$ cat src/rtl/mem_arbiter_pkg.sv
// Shared definitions for the byte-wide RAM bus arbiter.
//   - SZ_*    : data-port access size encodings
//   - state_t : sequencer states
//   - req_id_t: requester identifiers
//   - ZeroWord: cleared 32-bit word
//   - size_to_len: access size code -> number of bytes (1, 2 or 4)
package mem_arbiter_pkg;

    localparam logic [1:0] SZ_BYTE = 2'b00;
    localparam logic [1:0] SZ_HALF = 2'b01;
    localparam logic [1:0] SZ_WORD = 2'b10;

    typedef enum logic [1:0] {
        ST_IDLE = 2'd0,
        ST_RD   = 2'd1,
        ST_WR   = 2'd2,
        ST_FIN  = 2'd3
    } state_t;

    typedef enum logic {
        REQ_IF = 1'b0,
        REQ_DM = 1'b1
    } req_id_t;

    localparam logic [31:0] ZeroWord = 32'h0000_0000;

    // Size code 11 is treated as a word access.
    function automatic logic [2:0] size_to_len(input logic [1:0] size);
        case (size)
            SZ_BYTE: size_to_len = 3'd1;
            SZ_HALF: size_to_len = 3'd2;
            default: size_to_len = 3'd4;
        endcase
    endfunction

endpackage

$ cat src/rtl/mem_arbiter.sv
// mem_arbiter: sole owner of a byte-wide RAM bus, shared between an
// instruction-fetch port (4-byte reads) and a data port (1/2/4-byte loads
// and stores). Each granted request runs as a pipelined burst of single-byte
// RAM accesses; read bytes are assembled little-endian.
//
// Ports:
//   clk, rst        clock, synchronous active-high reset
//   rdy             global ready; 0 freezes the block
//   mem_din         RAM read data (valid the cycle after its address)
//   mem_dout, mem_a, mem_wr   RAM write data, byte address, write strobe
//   if_req, if_addr           fetch request / address
//   if_rdata, if_done         fetched word / one-cycle completion pulse
//   dm_req, dm_we, dm_size, dm_addr, dm_wdata   data request
//   dm_rdata, dm_done         load data (zero-extended) / completion pulse
//   busy            high whenever the sequencer is not idle
module mem_arbiter
    import mem_arbiter_pkg::*;
#(
    parameter int ADDR_W = 32,
    parameter bit FAIR   = 1'b0
) (
    input  logic              clk,
    input  logic              rst,
    input  logic              rdy,
    input  logic [7:0]        mem_din,
    output logic [7:0]        mem_dout,
    output logic [ADDR_W-1:0] mem_a,
    output logic              mem_wr,
    input  logic              if_req,
    input  logic [ADDR_W-1:0] if_addr,
    output logic [31:0]       if_rdata,
    output logic              if_done,
    input  logic              dm_req,
    input  logic              dm_we,
    input  logic [1:0]        dm_size,
    input  logic [ADDR_W-1:0] dm_addr,
    input  logic [31:0]       dm_wdata,
    output logic [31:0]       dm_rdata,
    output logic              dm_done,
    output logic              busy
);

    state_t              state_reg;
    req_id_t             owner_reg;
    req_id_t             last_grant_reg;
    logic [ADDR_W-1:0]   base_reg;
    logic [ADDR_W-1:0]   mem_a_reg;
    logic [7:0]          mem_dout_reg;
    logic [31:0]         wdata_reg;
    logic [31:0]         buf_reg;
    logic [31:0]         if_rdata_reg;
    logic [31:0]         dm_rdata_reg;
    logic [2:0]          len_reg;
    logic [2:0]          nxt_idx_reg;   // index of the next address to present
    logic [2:0]          cap_idx_reg;   // index of the next byte to capture
    logic                pres_reg;      // mem_a currently shows a wanted address
    logic                cap_reg;       // mem_din this cycle carries byte cap_idx
    logic                replay_reg;    // a capture was lost to a stall
    logic                wr_reg;
    logic                if_done_reg;
    logic                dm_done_reg;

    // Request selection for the IDLE state.
    logic                grant_dm_next;
    logic [ADDR_W-1:0]   acc_addr_next;
    logic [31:0]         acc_wdata_next;
    logic [2:0]          acc_len_next;
    logic                acc_we_next;
    logic [31:0]         merged_next;

    always_comb begin
        grant_dm_next = dm_req;
        if (dm_req && if_req) begin
            if (FAIR) begin
                grant_dm_next = (last_grant_reg == REQ_IF);
            end else begin
                grant_dm_next = 1'b1;
            end
        end
        if (grant_dm_next) begin
            acc_addr_next  = dm_addr;
            acc_wdata_next = dm_wdata;
            acc_len_next   = size_to_len(dm_size);
            acc_we_next    = dm_we;
        end else begin
            acc_addr_next  = if_addr;
            acc_wdata_next = ZeroWord;
            acc_len_next   = 3'd4;
            acc_we_next    = 1'b0;
        end
    end

    // Bytes land in distinct, still-zero lanes, so OR-ing assembles the word.
    assign merged_next = buf_reg | ({24'h0, mem_din} << {cap_idx_reg[1:0], 3'b000});

    function automatic logic [7:0] lane(input logic [31:0] w, input logic [1:0] i);
        case (i)
            2'd0:    lane = w[7:0];
            2'd1:    lane = w[15:8];
            2'd2:    lane = w[23:16];
            default: lane = w[31:24];
        endcase
    endfunction

    always_ff @(posedge clk) begin
        if (rst) begin
            state_reg      <= ST_IDLE;
            owner_reg      <= REQ_IF;
            last_grant_reg <= REQ_IF;
            base_reg       <= '0;
            mem_a_reg      <= '0;
            mem_dout_reg   <= 8'h00;
            wdata_reg      <= ZeroWord;
            buf_reg        <= ZeroWord;
            if_rdata_reg   <= ZeroWord;
            dm_rdata_reg   <= ZeroWord;
            len_reg        <= 3'd0;
            nxt_idx_reg    <= 3'd0;
            cap_idx_reg    <= 3'd0;
            pres_reg       <= 1'b0;
            cap_reg        <= 1'b0;
            replay_reg     <= 1'b0;
            wr_reg         <= 1'b0;
            if_done_reg    <= 1'b0;
            dm_done_reg    <= 1'b0;
        end else if (rdy) begin
            case (state_reg)
                ST_IDLE: begin
                    if (if_req || dm_req) begin
                        owner_reg      <= grant_dm_next ? REQ_DM : REQ_IF;
                        last_grant_reg <= grant_dm_next ? REQ_DM : REQ_IF;
                        base_reg       <= acc_addr_next;
                        wdata_reg      <= acc_wdata_next;
                        len_reg        <= acc_len_next;
                        mem_a_reg      <= acc_addr_next;
                        nxt_idx_reg    <= 3'd1;
                        cap_idx_reg    <= 3'd0;
                        cap_reg        <= 1'b0;
                        replay_reg     <= 1'b0;
                        buf_reg        <= ZeroWord;
                        if (acc_we_next) begin
                            state_reg    <= ST_WR;
                            wr_reg       <= 1'b1;
                            mem_dout_reg <= acc_wdata_next[7:0];
                            pres_reg     <= 1'b0;
                        end else begin
                            state_reg    <= ST_RD;
                            pres_reg     <= 1'b1;
                        end
                    end
                end

                ST_RD: begin
                    if (replay_reg) begin
                        // This cycle re-presented addr+cap_idx (see mem_a mux);
                        // its data arrives next cycle, then the pipeline resumes.
                        replay_reg  <= 1'b0;
                        cap_reg     <= 1'b1;
                        mem_a_reg   <= base_reg + ADDR_W'(cap_idx_reg + 3'd1);
                        nxt_idx_reg <= cap_idx_reg + 3'd2;
                        pres_reg    <= ((cap_idx_reg + 3'd1) < len_reg);
                    end else begin
                        if (cap_reg) begin
                            buf_reg     <= merged_next;
                            cap_idx_reg <= cap_idx_reg + 3'd1;
                        end
                        cap_reg <= pres_reg;
                        if (pres_reg) begin
                            if (nxt_idx_reg < len_reg) begin
                                mem_a_reg   <= base_reg + ADDR_W'(nxt_idx_reg);
                                nxt_idx_reg <= nxt_idx_reg + 3'd1;
                            end else begin
                                pres_reg <= 1'b0;
                            end
                        end
                        if (cap_reg && (cap_idx_reg == len_reg - 3'd1)) begin
                            state_reg <= ST_FIN;
                            cap_reg   <= 1'b0;
                            if (owner_reg == REQ_IF) begin
                                if_rdata_reg <= merged_next;
                                if_done_reg  <= 1'b1;
                            end else begin
                                dm_rdata_reg <= merged_next;
                                dm_done_reg  <= 1'b1;
                            end
                        end
                    end
                end

                ST_WR: begin
                    if (nxt_idx_reg < len_reg) begin
                        mem_a_reg    <= base_reg + ADDR_W'(nxt_idx_reg);
                        mem_dout_reg <= lane(wdata_reg, nxt_idx_reg[1:0]);
                        nxt_idx_reg  <= nxt_idx_reg + 3'd1;
                    end else begin
                        wr_reg    <= 1'b0;
                        state_reg <= ST_FIN;
                        if (owner_reg == REQ_IF) begin
                            if_done_reg <= 1'b1;
                        end else begin
                            dm_done_reg <= 1'b1;
                        end
                    end
                end

                ST_FIN: begin
                    state_reg   <= ST_IDLE;
                    if_done_reg <= 1'b0;
                    dm_done_reg <= 1'b0;
                end

                default: state_reg <= ST_IDLE;
            endcase
        end else begin
            // Stalled: everything visible is frozen. If the byte in flight was
            // due for capture this cycle, mem_din will be overwritten by the
            // next address's data, so remember to re-present it on resume.
            if (state_reg == ST_RD && cap_reg) begin
                replay_reg <= 1'b1;
            end
        end
    end

    // The replay address is shown only in the first rdy=1 cycle so that the
    // bus stays frozen while stalled.
    assign mem_a    = (state_reg == ST_RD && replay_reg && rdy)
                      ? base_reg + ADDR_W'(cap_idx_reg) : mem_a_reg;
    assign mem_wr   = wr_reg & rdy;
    assign mem_dout = mem_dout_reg;
    assign if_rdata = if_rdata_reg;
    assign dm_rdata = dm_rdata_reg;
    assign if_done  = if_done_reg;
    assign dm_done  = dm_done_reg;
    assign busy     = (state_reg != ST_IDLE);

endmodule
$ cat config.mk
export PLATFORM = sky130hd
export DESIGN_NAME = mem_arbiter
export DESIGN_NICKNAME = d
export VERILOG_FILES = /design/src/rtl/mem_arbiter_pkg.sv /design/src/rtl/mem_arbiter.sv
export SDC_FILE = /design/constraint.sdc
export NUM_CORES = 1
export LEC_CHECK = 0
export CAP_MARGIN = 10
export CORE_AREA = 8 8 181 183
export CTS_BUF_LIST = sky130_fd_sc_hd__clkbuf_16
export CTS_CLUSTER_SIZE = 25
export DETAILED_ROUTE_END_ITERATION = 16
export DIE_AREA = 0 0 189 191
export PLACE_DENSITY_LB_ADDON = 0.1
export SLEW_MARGIN = 20
export SYNTH_ARGS = -nofsm -noshare
export SYNTH_HDL_FRONTEND = slang
export SYNTH_SLANG_ARGS = --single-unit
$ cat constraint.sdc
create_clock -name clk -period 2.6 [get_ports clk]
set_input_delay 0.52 -clock clk [delete_from_list [all_inputs] [get_ports clk]]
set_output_delay 0.52 -clock clk [all_outputs]
set_load 0.01 [all_outputs]
==> results.json <==
{
  "drv_slew": 0,
  "rsz0062_at_grt": "yes",
  "leakagePower_uw": 0.00609,
  "powerDensity_nw_per_um2": 591,
  "finalHoldViolCount": 0,
  "clockBufferDepth": 3,
  "path_clk_slew_ns": 0.05,
  "tightest_slew_ns": 0.722,
  "grt_max_degree": 66,
  "drt_iter0_markers": 896,
  "finalSetupViolations": 28,
  "violations": "negative setup slack",
  "die_w_um": 189,
  "core_um2": 30000,
  "insertedDiodeCount": 0,
  "slew_headroom_pct": 51.9,
  "hold_class": "in2reg",
  "startpoint_type": "register",
  "stdcell_area_um2": 16500,
  "status": "finished with violations",
  "detail_route.wl_per_cell_um": 19.0,
  "syn_area_um2": 11700,
  "dieArea_um2": 36100,
  "grt_util_met3_pct": 3.56,
  "cp_max_fo": 4,
  "max-vdd-ir-drop_v": 0.000356,
  "ys_ff_latch": 218,
  "post-route-min-period_ns": 2.92,
  "layout_common_cells": "nor2_1, dfxtp_1, clkdlybuf4s50_1",
  "ys_warn_count": 0,
  "end_kind": "output pin",
  "numCtsBuffers": 26,
  "synth_edf_count": 0,
  "critical_path_class": "reg2out",
  "critPathArrivalTime_ns": 2.40,
  "cts_tree": "done",
  "yosysSeqAreaShare_pct": 37.2,
  "grt_pass1_wl_um": 64500,
  "clock.fmax_mhz": 342,
  "busiest_layer": "met2",
  "clockRootBuffer": "clkbuf_16",
  "setup_ws_ns": -0.323,
  "htreeDepth": 1,
  "drive_gt1_share_pct": 19.6,
  "drt_pass1_iterations": 6,
  "synth.top_cell.area_share_pct": 37.2,
  "crit_required_ns": 2.08,
  "multi_input_area_um2": 7020,
  "max_cap_viol_count": 0,
  "seqCellArea_um2": 4380,
  "postSynthCellCount": 1466,
  "drtAntennaViolNets": 0,
  "layout_commonest_cell": "nor2_1",
  "pre_cts_slack_ns": -0.369,
  "avgSynthCellArea_um2": 8.01,
  "synth_area_leaders": "dfxtp_1, a211oi_1, nor2_1",
  "postCtsHoldBufs": 0,
  "period_share_pct": 112,
  "synthArstFlopShare_pct": 0,
  "ys_types": 68,
  "grtUsageTotal_pct": 21.8,
  "place_congestion": 0.902,
  "finalNetCount": 1889,
  "vias_per_cell": 5.48,
  "syn_nets": 1604,
  "grtUsageMet2_pct": 35.6,
  "holdWs_ns": 0.349,
  "yosysTopAreaCell": "dfxtp_1",
  "fillCellCount": 2868,
  "via_count": 11800,
  "overflow": 0,
  "fin_skew_ns": 0.0168,
  "dp_hpwl_um": 29200,
  "met1_usage_pct": 29.3,
  "antenna_found_initial": 0,
  "port-buffer-count": 219,
  "num_rows": 64,
  "areaGrowthSynthToFinish_pct": 40.5,
  "clkLatencyLatePin_ns": 0.53,
  "synthFlopType": "dfxtp_1",
  "die_h_um": 191,
  "final_core_util_pct": 54.9,
  "drt-total-wl_um": 41100,
  "grt_pass1_vias": 11600,
  "cts_num_sinks": 218,
  "ios": 220,
  "place_area_um2": 15200,
  "power_uw": 9760,
  "start_util_pct": 39.1,
  "drc": 0
}
## metrics by stage
step | setup TNS, ns | instances
final | -6.10 | 2162
after global routing | -9.43 | 2162
after CTS | -6.67 | 2159
after detailed placement | -9.97 | 2102
after global placement | -8.92 | 2102
after floorplan | 0 | 1466
## worst max-delay path, stage by stage, from the launching register on
cell and delay, ns:
dfxtp_4 0.35, ha_4 0.26, a21o_1 0.12, a21oi_2 0.05, buf_6 0.13, or4_4 0.47
nor2_4 0.16, xnor2_2 0.13, o21ai_1 0.07, buf_2 0.14
## Yosys cell counts (all sizes together), types with 3 or more instances
master / count
dfxtp: 218
a311oi: 7
o21a: 7
and4: 5
a21o: 5
nor3b: 3
or3: 12
o2111ai: 3
nand3: 42
buf: 51
o21ai: 95
or2: 3
o221ai: 3
or4: 5
clkbuf: 93
nor2b: 7
a222oi: 8
ha: 23
a21oi: 108
xnor2: 46
a31oi: 4
inv: 20
a22oi: 46
mux2i: 35
xor2: 40
nor2: 247
a221oi: 8
and2: 5
nor3: 34
nand2: 87
and3: 6
a211oi: 128
fa: 3
o211ai: 7
a211o: 4
nor4: 10
nand4: 17
## power by group
| part | switching (µW) | internal (µW) |
|---|---|---|
| Clock | 1400 | 2050 |
| Sequential | 184 | 3580 |
| Combinational | 1430 | 1110 |
| Total | 3020 | 6740 |
## repair_timing
action	CTS	global route
resized for setup	218	67
gates cloned	1	0
buffers inserted	13	7
pin swaps	28	26
endpoints found under the setup margin	33	44
## final timing paths
path,startpoint,to,slack (ns),depth (start not counted)
max,cap_idx_reg[1],mem_a[23],-0.32,9
min,rst,nxt_idx_reg[1],0.35,2
max reg2reg,base_reg[9],mem_a_reg[30],0.01,14
min reg2reg,buf_reg[26],buf_reg[26],0.47,2
## layout make-up
class                      count  area share [%]
inverter                      21           0.478
clock inverter                16           0.728
multi-input combinational   1082            42.6
timing repair buffer         402            22.6
tap                          396            3.00
clock buffer                  27            4.09
sequential                   218            26.6
## routing by layer
metal	wire length (µm)	vias up
met5	0	-
met4	930	0
met3	2200	63
met2	19000	366
met1	19000	5587
li1	-	5826
## logic make-up (layout without fill, tap and decap cells)
group	after synthesis	after routing	share of synthesized area, %
buffers and inverters	166	466	6.51
AOI/OAI and AO/OA	443	443	24.7
xor gates and xnor gates	87	87	6.61
DFF	218	218	37.2
adders and majority gates	26	26	2.96
muxes	37	37	3.18
and+or+nand+nor	489	489	18.9
Power figures use the tool's default switching activity.
